===== src/rtl/alu_pkg.sv =====
// Shared ALU types: opcodes, enable modes, mode classes and the mode decoder.
package alu_pkg;

  typedef enum logic [1:0] {
    OP1 = 2'd0,
    OP2 = 2'd1,
    OP3 = 2'd2,
    OP4 = 2'd3
  } opcode_t;

  // {alu_enable_b, alu_enable_a, alu_enable}
  typedef logic [2:0] mode_t;

  localparam mode_t ENABLE_MODE_A = 3'b011;
  localparam mode_t ENABLE_MODE_B = 3'b101;

  typedef enum logic [1:0] {
    MODE_CLASS_OFF     = 2'd0,
    MODE_CLASS_A       = 2'd1,
    MODE_CLASS_B       = 2'd2,
    MODE_CLASS_ILLEGAL = 2'd3
  } mode_class_t;

  // Global enable low wins; otherwise exactly one of A/B must be selected.
  function automatic mode_class_t decode_mode(input mode_t mode);
    mode_class_t cls;
    if (!mode[0])                    cls = MODE_CLASS_OFF;
    else if (mode == ENABLE_MODE_A)  cls = MODE_CLASS_A;
    else if (mode == ENABLE_MODE_B)  cls = MODE_CLASS_B;
    else                             cls = MODE_CLASS_ILLEGAL;
    return cls;
  endfunction

endpackage


===== src/rtl/alu_result_fifo.sv =====
// Synchronous result FIFO; depth must be a power of two so pointers wrap freely.
module alu_result_fifo #(
  parameter int unsigned WIDTH = 9,
  parameter int unsigned DEPTH = 4
) (
  input  logic                       clk,
  input  logic                       reset,
  input  logic                       i_push,
  input  logic [WIDTH-1:0]           i_push_data,
  input  logic                       i_pop,
  output logic [WIDTH-1:0]           o_pop_data,
  output logic [$clog2(DEPTH):0]     o_count,
  output logic                       o_full,
  output logic                       o_empty
);

  localparam int unsigned PTR_W = $clog2(DEPTH);
  localparam int unsigned CNT_W = PTR_W + 1;

  logic [WIDTH-1:0] r_mem [DEPTH];
  logic [PTR_W-1:0] r_wr_ptr;
  logic [PTR_W-1:0] r_rd_ptr;
  logic [CNT_W-1:0] r_count;
  logic             w_push;
  logic             w_pop;

  assign o_full     = (r_count == CNT_W'(DEPTH));
  assign o_empty    = (r_count == '0);
  assign o_count    = r_count;
  assign o_pop_data = r_mem[r_rd_ptr];
  assign w_push     = i_push && !o_full;
  assign w_pop      = i_pop && !o_empty;

  // Storage, pointers and occupancy; simultaneous push and pop keep the count.
  always_ff @(posedge clk) begin
    if (reset) begin
      r_wr_ptr <= '0;
      r_rd_ptr <= '0;
      r_count  <= '0;
      for (int unsigned i = 0; i < DEPTH; i++) r_mem[i] <= '0;
    end else begin
      if (w_push) begin
        r_mem[r_wr_ptr] <= i_push_data;
        r_wr_ptr        <= r_wr_ptr + PTR_W'(1);
      end
      if (w_pop) r_rd_ptr <= r_rd_ptr + PTR_W'(1);
      case ({w_push, w_pop})
        2'b10:   r_count <= r_count + CNT_W'(1);
        2'b01:   r_count <= r_count - CNT_W'(1);
        default: r_count <= r_count;
      endcase
    end
  end

endmodule


===== src/rtl/alu_pipe_p.sv =====
// Two-stage pipelined ALU with credit-based input flow control and a result FIFO.
module alu_pipe_p
  import alu_pkg::*;
#(
  parameter int unsigned DATA_W    = 8,
  parameter int unsigned OUT_DEPTH = 4
) (
  input  logic              clk,
  input  logic              reset,
  input  logic              in_valid,
  output logic              in_ready,
  input  logic              alu_enable,
  input  logic              alu_enable_a,
  input  logic              alu_enable_b,
  input  logic [1:0]        alu_op_a,
  input  logic [1:0]        alu_op_b,
  input  logic [DATA_W-1:0] alu_in_a,
  input  logic [DATA_W-1:0] alu_in_b,
  output logic              out_valid,
  input  logic              out_ready,
  output logic [DATA_W-1:0] alu_out,
  output logic              alu_err,
  output logic              alu_irq,
  input  logic              alu_irq_clr
);

  localparam int unsigned SH_W  = $clog2(DATA_W);
  localparam int unsigned CNT_W = $clog2(OUT_DEPTH) + 1;
  localparam int unsigned CRD_W = CNT_W + 1;

  typedef struct packed {
    logic [DATA_W-1:0] data;
    logic              err;
  } alu_result_t;

  mode_class_t       w_class;
  logic              w_s1_load;
  opcode_t           w_op;
  logic              r_s1_valid;
  mode_class_t       r_s1_class;
  opcode_t           r_s1_op;
  logic [DATA_W-1:0] r_s1_a;
  logic [DATA_W-1:0] r_s1_b;
  logic [DATA_W:0]   w_sum;
  alu_result_t       w_res;
  logic              w_irq_set;
  logic              r_s2_valid;
  alu_result_t       r_s2_res;
  logic              r_s2_irq;
  alu_result_t       w_head;
  logic [CNT_W-1:0]  w_fifo_count;
  logic              w_fifo_full;
  logic              w_fifo_empty;
  logic              w_pop;
  logic [CRD_W-1:0]  w_credit_next;
  logic              r_in_ready;
  logic              r_alu_irq;

  assign w_class   = decode_mode({alu_enable_b, alu_enable_a, alu_enable});
  assign w_s1_load = in_valid && r_in_ready && (w_class != MODE_CLASS_OFF);
  assign w_op      = (w_class == MODE_CLASS_B) ? opcode_t'(alu_op_b) : opcode_t'(alu_op_a);
  assign w_pop     = !w_fifo_empty && out_ready;

  // Stage 1: capture operands and decoded mode; disabled requests leave no trace.
  always_ff @(posedge clk) begin
    if (reset) begin
      r_s1_valid <= 1'b0;
      r_s1_class <= MODE_CLASS_OFF;
      r_s1_op    <= OP1;
      r_s1_a     <= '0;
      r_s1_b     <= '0;
    end else begin
      r_s1_valid <= w_s1_load;
      if (w_s1_load) begin
        r_s1_class <= w_class;
        r_s1_op    <= w_op;
        r_s1_a     <= alu_in_a;
        r_s1_b     <= alu_in_b;
      end
    end
  end

  assign w_sum = {1'b0, r_s1_a} + {1'b0, r_s1_b};

  // Stage 2 datapath: result plus the carry/borrow/illegal interrupt cause.
  always_comb begin
    w_res     = '0;
    w_irq_set = 1'b0;
    case (r_s1_class)
      MODE_CLASS_A: begin
        case (r_s1_op)
          OP1: begin
            w_res.data = w_sum[DATA_W-1:0];
            w_irq_set  = w_sum[DATA_W];
          end
          OP2: begin
            w_res.data = r_s1_a - r_s1_b;
            w_irq_set  = (r_s1_a < r_s1_b);
          end
          OP3: w_res.data = r_s1_a & r_s1_b;
          OP4: w_res.data = r_s1_a ^ r_s1_b;
        endcase
      end
      MODE_CLASS_B: begin
        case (r_s1_op)
          OP1: w_res.data = r_s1_a | r_s1_b;
          OP2: w_res.data = ~(r_s1_a & r_s1_b);
          OP3: w_res.data = r_s1_a << r_s1_b[SH_W-1:0];
          OP4: w_res.data = (r_s1_a > r_s1_b) ? r_s1_a : r_s1_b;
        endcase
      end
      MODE_CLASS_ILLEGAL: begin
        w_res.err = 1'b1;
        w_irq_set = 1'b1;
      end
      default: ;
    endcase
  end

  // Stage 2 register feeding the FIFO push.
  always_ff @(posedge clk) begin
    if (reset) begin
      r_s2_valid <= 1'b0;
      r_s2_res   <= '0;
      r_s2_irq   <= 1'b0;
    end else begin
      r_s2_valid <= r_s1_valid;
      r_s2_res   <= w_res;
      r_s2_irq   <= w_irq_set;
    end
  end

  alu_result_fifo #(
    .WIDTH (DATA_W + 1),
    .DEPTH (OUT_DEPTH)
  ) u_fifo (
    .clk         (clk),
    .reset       (reset),
    .i_push      (r_s2_valid),
    .i_push_data (r_s2_res),
    .i_pop       (w_pop),
    .o_pop_data  (w_head),
    .o_count     (w_fifo_count),
    .o_full      (w_fifo_full),
    .o_empty     (w_fifo_empty)
  );

  // Credits after this edge: queued results plus everything still in the pipe.
  assign w_credit_next = CRD_W'(w_fifo_count) + CRD_W'(r_s2_valid) + CRD_W'(r_s1_valid)
                       + CRD_W'(w_s1_load) - CRD_W'(w_pop);

  // Registered ready so it reads low during reset and rises one edge later.
  always_ff @(posedge clk) begin
    if (reset) r_in_ready <= 1'b0;
    else       r_in_ready <= (w_credit_next < CRD_W'(OUT_DEPTH));
  end

  // Sticky interrupt: a set on FIFO entry beats a simultaneous clear.
  always_ff @(posedge clk) begin
    if (reset)                       r_alu_irq <= 1'b0;
    else if (r_s2_valid && r_s2_irq) r_alu_irq <= 1'b1;
    else if (alu_irq_clr)            r_alu_irq <= 1'b0;
  end

  // Credit accounting guarantees a push never meets a full FIFO.
  always_ff @(posedge clk) begin
    if (!reset && r_s2_valid) assert (!w_fifo_full);
  end

  assign in_ready  = r_in_ready;
  assign out_valid = !w_fifo_empty;
  assign alu_out   = w_head.data;
  assign alu_err   = w_head.err;
  assign alu_irq   = r_alu_irq;

endmodule

===== config.mk =====
export PLATFORM = sky130hd
export DESIGN_NAME = alu_pipe_p
export DESIGN_NICKNAME = d
export VERILOG_FILES = /design/src/rtl/alu_pkg.sv /design/src/rtl/alu_result_fifo.sv /design/src/rtl/alu_pipe_p.sv
export SDC_FILE = /design/constraint.sdc
export NUM_CORES = 1
export LEC_CHECK = 0
export ABC_AREA = 1
export BUFFER_PORTS_ARGS = -buffer_cell sky130_fd_sc_hd__buf_2
export CAP_MARGIN = 20
export CORE_ASPECT_RATIO = 0.9
export CORE_MARGIN = 2
export CORE_UTILIZATION = 61
export DETAILED_ROUTE_END_ITERATION = 8
export PLACE_DENSITY = 0.81
export SYNTH_ARGS = -nofsm -noshare
export SYNTH_HDL_FRONTEND = slang
export SYNTH_SLANG_ARGS = --single-unit

===== constraint.sdc =====
create_clock -name clk -period 2.5 [get_ports clk]
set_input_delay 0 -clock clk [delete_from_list [all_inputs] [get_ports clk]]
set_output_delay 0 -clock clk [all_outputs]
set_load 0.03 [all_outputs]

==> summary.md <==
| Metric | Value |
|---|---|
| Status | complete, but fails checks |
| Failing checks | hold timing |
| Fin nets | 795 |
| Critical Path Fanout Max | 6 |
| Initial antenna violation count | 0 |
| Crit Path Class | flip-flop to flip-flop |
| FF-to-FF path depth | 13 |
| First-pass DRT Iterations | 6 |
| Tot GR Track Use | 32.25% |
| Max Root-Sink Buffers | 2 |
| Tightest Pin Transition | 0.7826 ns |
| Synth Cell Area | 5019 sq um |
| Fin crit share | 92.73% |
| Placed Instance Area | 5354 sq um |
| Unique masters post-synth | 42 |
| Hold Vio Cnt, Final | 2 |
| Syn-to-layout area delta | 15.63% |
| Yosys top cell by area | edfxtp_1 |
| RSZ-0062 raised after global routing | no |
| Post-synth EDFFs | 36 |
| Syn Nets | 721 |
| First-pass GRT wire length | 22,910 microns |
| Sink Count | 79 |
| Post-synthesis sequential area ratio | 38.69% |
| Synth Warn # | 0 |
| Worst-path clk slew | 0.09 ns |
| Post-route DRC | 0 |
| Fin crit period | 2.318 ns |
| Top sig layer | met4 |
| VDD IR max | 0.0003854 V |
| CTS Buf Count | 9 |
| CP Data Required Time | 2.81 ns |
| Nature of the critical path startpoint | flip-flop |
| H-Tree Depth | 3 |
| Top cells by area, synth | edfxtp_1 22%, dfxtp_1 17%, ha_1 8.5% |
| Worst reg2reg setup slack | 0.18 ns |
| Post-DRT Antenna Nets | 0 |
| Non-filler cells in the finished layout | 833 |
| Hold slack | -0.01459 ns |
| Grt total ovfl | 0 |
| Pin count of the biggest net entering global routing | 37 |
| Post-place setup slack | 0.1005 ns |
| Share of layout cells above drive strength 1 | 18.26% |
| Leakage power | 2.407 nW |
| Vias | 4,815 |
| Initial drt markers | 296 |
| Inst Count DP | 791 |
| I/O Buffers | 39 |
| Crit end category | flip-flop |
| Die area | 8970 sq um |
| Ys flop type | dfxtp_1 |
| FP Rows | 31 |
| Relative slew slack | 47.77% |
| DPL Wire Length | 9999 microns |
| # diodes | 0 |
| Maxcap violations | 0 |
| Synth Register Bits | 79 |
| Most common cell in the netlist | nand2_1 |
| Fillers | 658 |
| Vias per inst | 5.780 |
| Worst setup margin | 0.1817 ns |
| Wire length on met3 | 1069 microns |
| CTS tree | yes |
| RD Place Congestion | 0.9662 |
| Core Area | 8029 sq um |
| Syn avg cell area | 7.662 sq um |
| Vias in the first global route | 4,703 |
| Final core occ | 72.28% |
| Horiz. Die Dim | 99.61 microns |
| Die height | 90.05 microns |
| FMAX | 431.4 MHz |
| Top-area cell type share of the netlist area | 21.54% |
| Mapped Cells | 655 |
| Setup violations, final | 0 |
| Worst Path Arrival | 2.63 ns |
| Setup Total Neg Slack | 0 ns |
| Design Power | 3.233 mW |
| Total I/O pin count | 40 |
| Routed WL | 13,780 microns |
| Worst hold path depth | 4 |
| Commonest cells in the netlist | 106 x nand2_1, 78 x nor2_1, 73 x inv_1 |
| Wl on met1 | 6284 microns |
| Initial core utilization | 62.51% |
| Async SR Flop Fraction | 0% |
| Min-delay worst type | input pin to flip-flop |
| Later-pin clock latency in the skew report | 0.36 ns |
| Met2 Wirelength | 6172 microns |
| Final Instance Area | 5803 sq um |
| Clock skew | 0.01402 ns |
| Fin. max-slew vios | 0 |
| WL per Instance | 16.54 microns |
| PD cells | 557.1 nW/um^2 |
| CTS Root Cell | clkbuf_8 |
## area by class of cell
| class | instances | area (sq um) | area share, % |
|---|---|---|---|
| sequential | 79 | 1943 | 33.48 |
| tap | 99 | 123.9 | 2.135 |
| clock inverter | 7 | 53.80 | 0.9271 |
| clock buffer | 9 | 123.9 | 2.135 |
| inverter | 98 | 375.4 | 6.468 |
| timing repair buffer | 82 | 580.6 | 10.00 |
| multi-input combinational | 459 | 2603 | 44.85 |
## metal layers
| metal | global-route usage [%] | vias up |
|---|---|---|
| li1 | - | 2315 |
| met1 | 45.50 | 2262 |
| met2 | 49.72 | 210 |
| met3 | 8.398 | 28 |
| met4 | 7.991 | 0 |
| met5 | 0 | - |
## power by group
group	leakage (nW)	switching, mW	internal [mW]
clock network	0.0909	0.518	0.372
registers	0.722	0.0386	1.40
logic	1.59	0.597	0.308
## registers in the layout, summed over array words and instances, names as in the netlist, 3 cells and up, named ones only
name / flops
r_s1_a: 8
r_s1_b: 8
r_s2_res: 9
u_fifo.o_count: 3
u_fifo.r_mem: 36
## cell usage in the layout, fill, tap and decap left out, drive strengths merged, types with 4 or more instances in the layout
cell         Yosys  final
a21oi           55     55
o211ai           5      5
ha              34     34
o21ai           83     83
buf              9     57
inv             94     98
edfxtp          36     36
nand4            6      6
clkbuf           9      9
nand2          116    116
nor2            86     86
dlygate4sd3      0     25
dfxtp           43     43
nand3           41     41
o22ai           10     10
nor3             4      4
fa               4      4
clkinv           4      6
## worst paths after layout
check / from / to
max: u_fifo.o_count[0]$_SDFFE_PP0P_ / in_ready$_SDFF_PP0_
min: out_ready / u_fifo.r_rd_ptr[0]$_SDFFE_PP0P_
max reg2reg: u_fifo.o_count[0]$_SDFFE_PP0P_ / in_ready$_SDFF_PP0_
min reg2reg: r_s1_valid$_SDFF_PP0_ / r_s2_valid$_SDFF_PP0_
## critical path, stage by stage (launching register included)
cell and delay [ns]:
dfxtp_2 0.35, inv_2 0.09, nand3_2 0.09, nand2_1 0.09
inv_2 0.06, ha_1 0.27, inv_1 0.05, fa_1 0.37
ha_1 0.29, nand2_1 0.07, o21bai_2 0.17, xnor2_1 0.15
nand3_1 0.10, nor2_1 0.12
## logic make-up (layout without fill, tap and decap cells)
group                      count (synthesis)  in the layout  share of synthesized area [%]
DFF                                       79             79                          38.69
AOI/OAI and AO/OA                        163            163                          18.25
buffers and inverters                    117            196                          9.698
adders and majority gates                 38             38                          10.07
muxes                                      1              1                         0.1995
xor gates and xnor gates                   3              3                         0.5237
and+or+nand+nor                          254            254                          22.56
## timing repair
| action | 4_1_cts | 5_1_grt |
|---|---|---|
| resized for setup | 0 | 7 |
| buffers inserted | 0 | 1 |
| hold buffers | 25 | 0 |
| hold endpoints to repair | 24 | 0 |
| setup endpoints to repair | 0 | 1 |
Note: power is estimated with default switching activity, not from simulation.
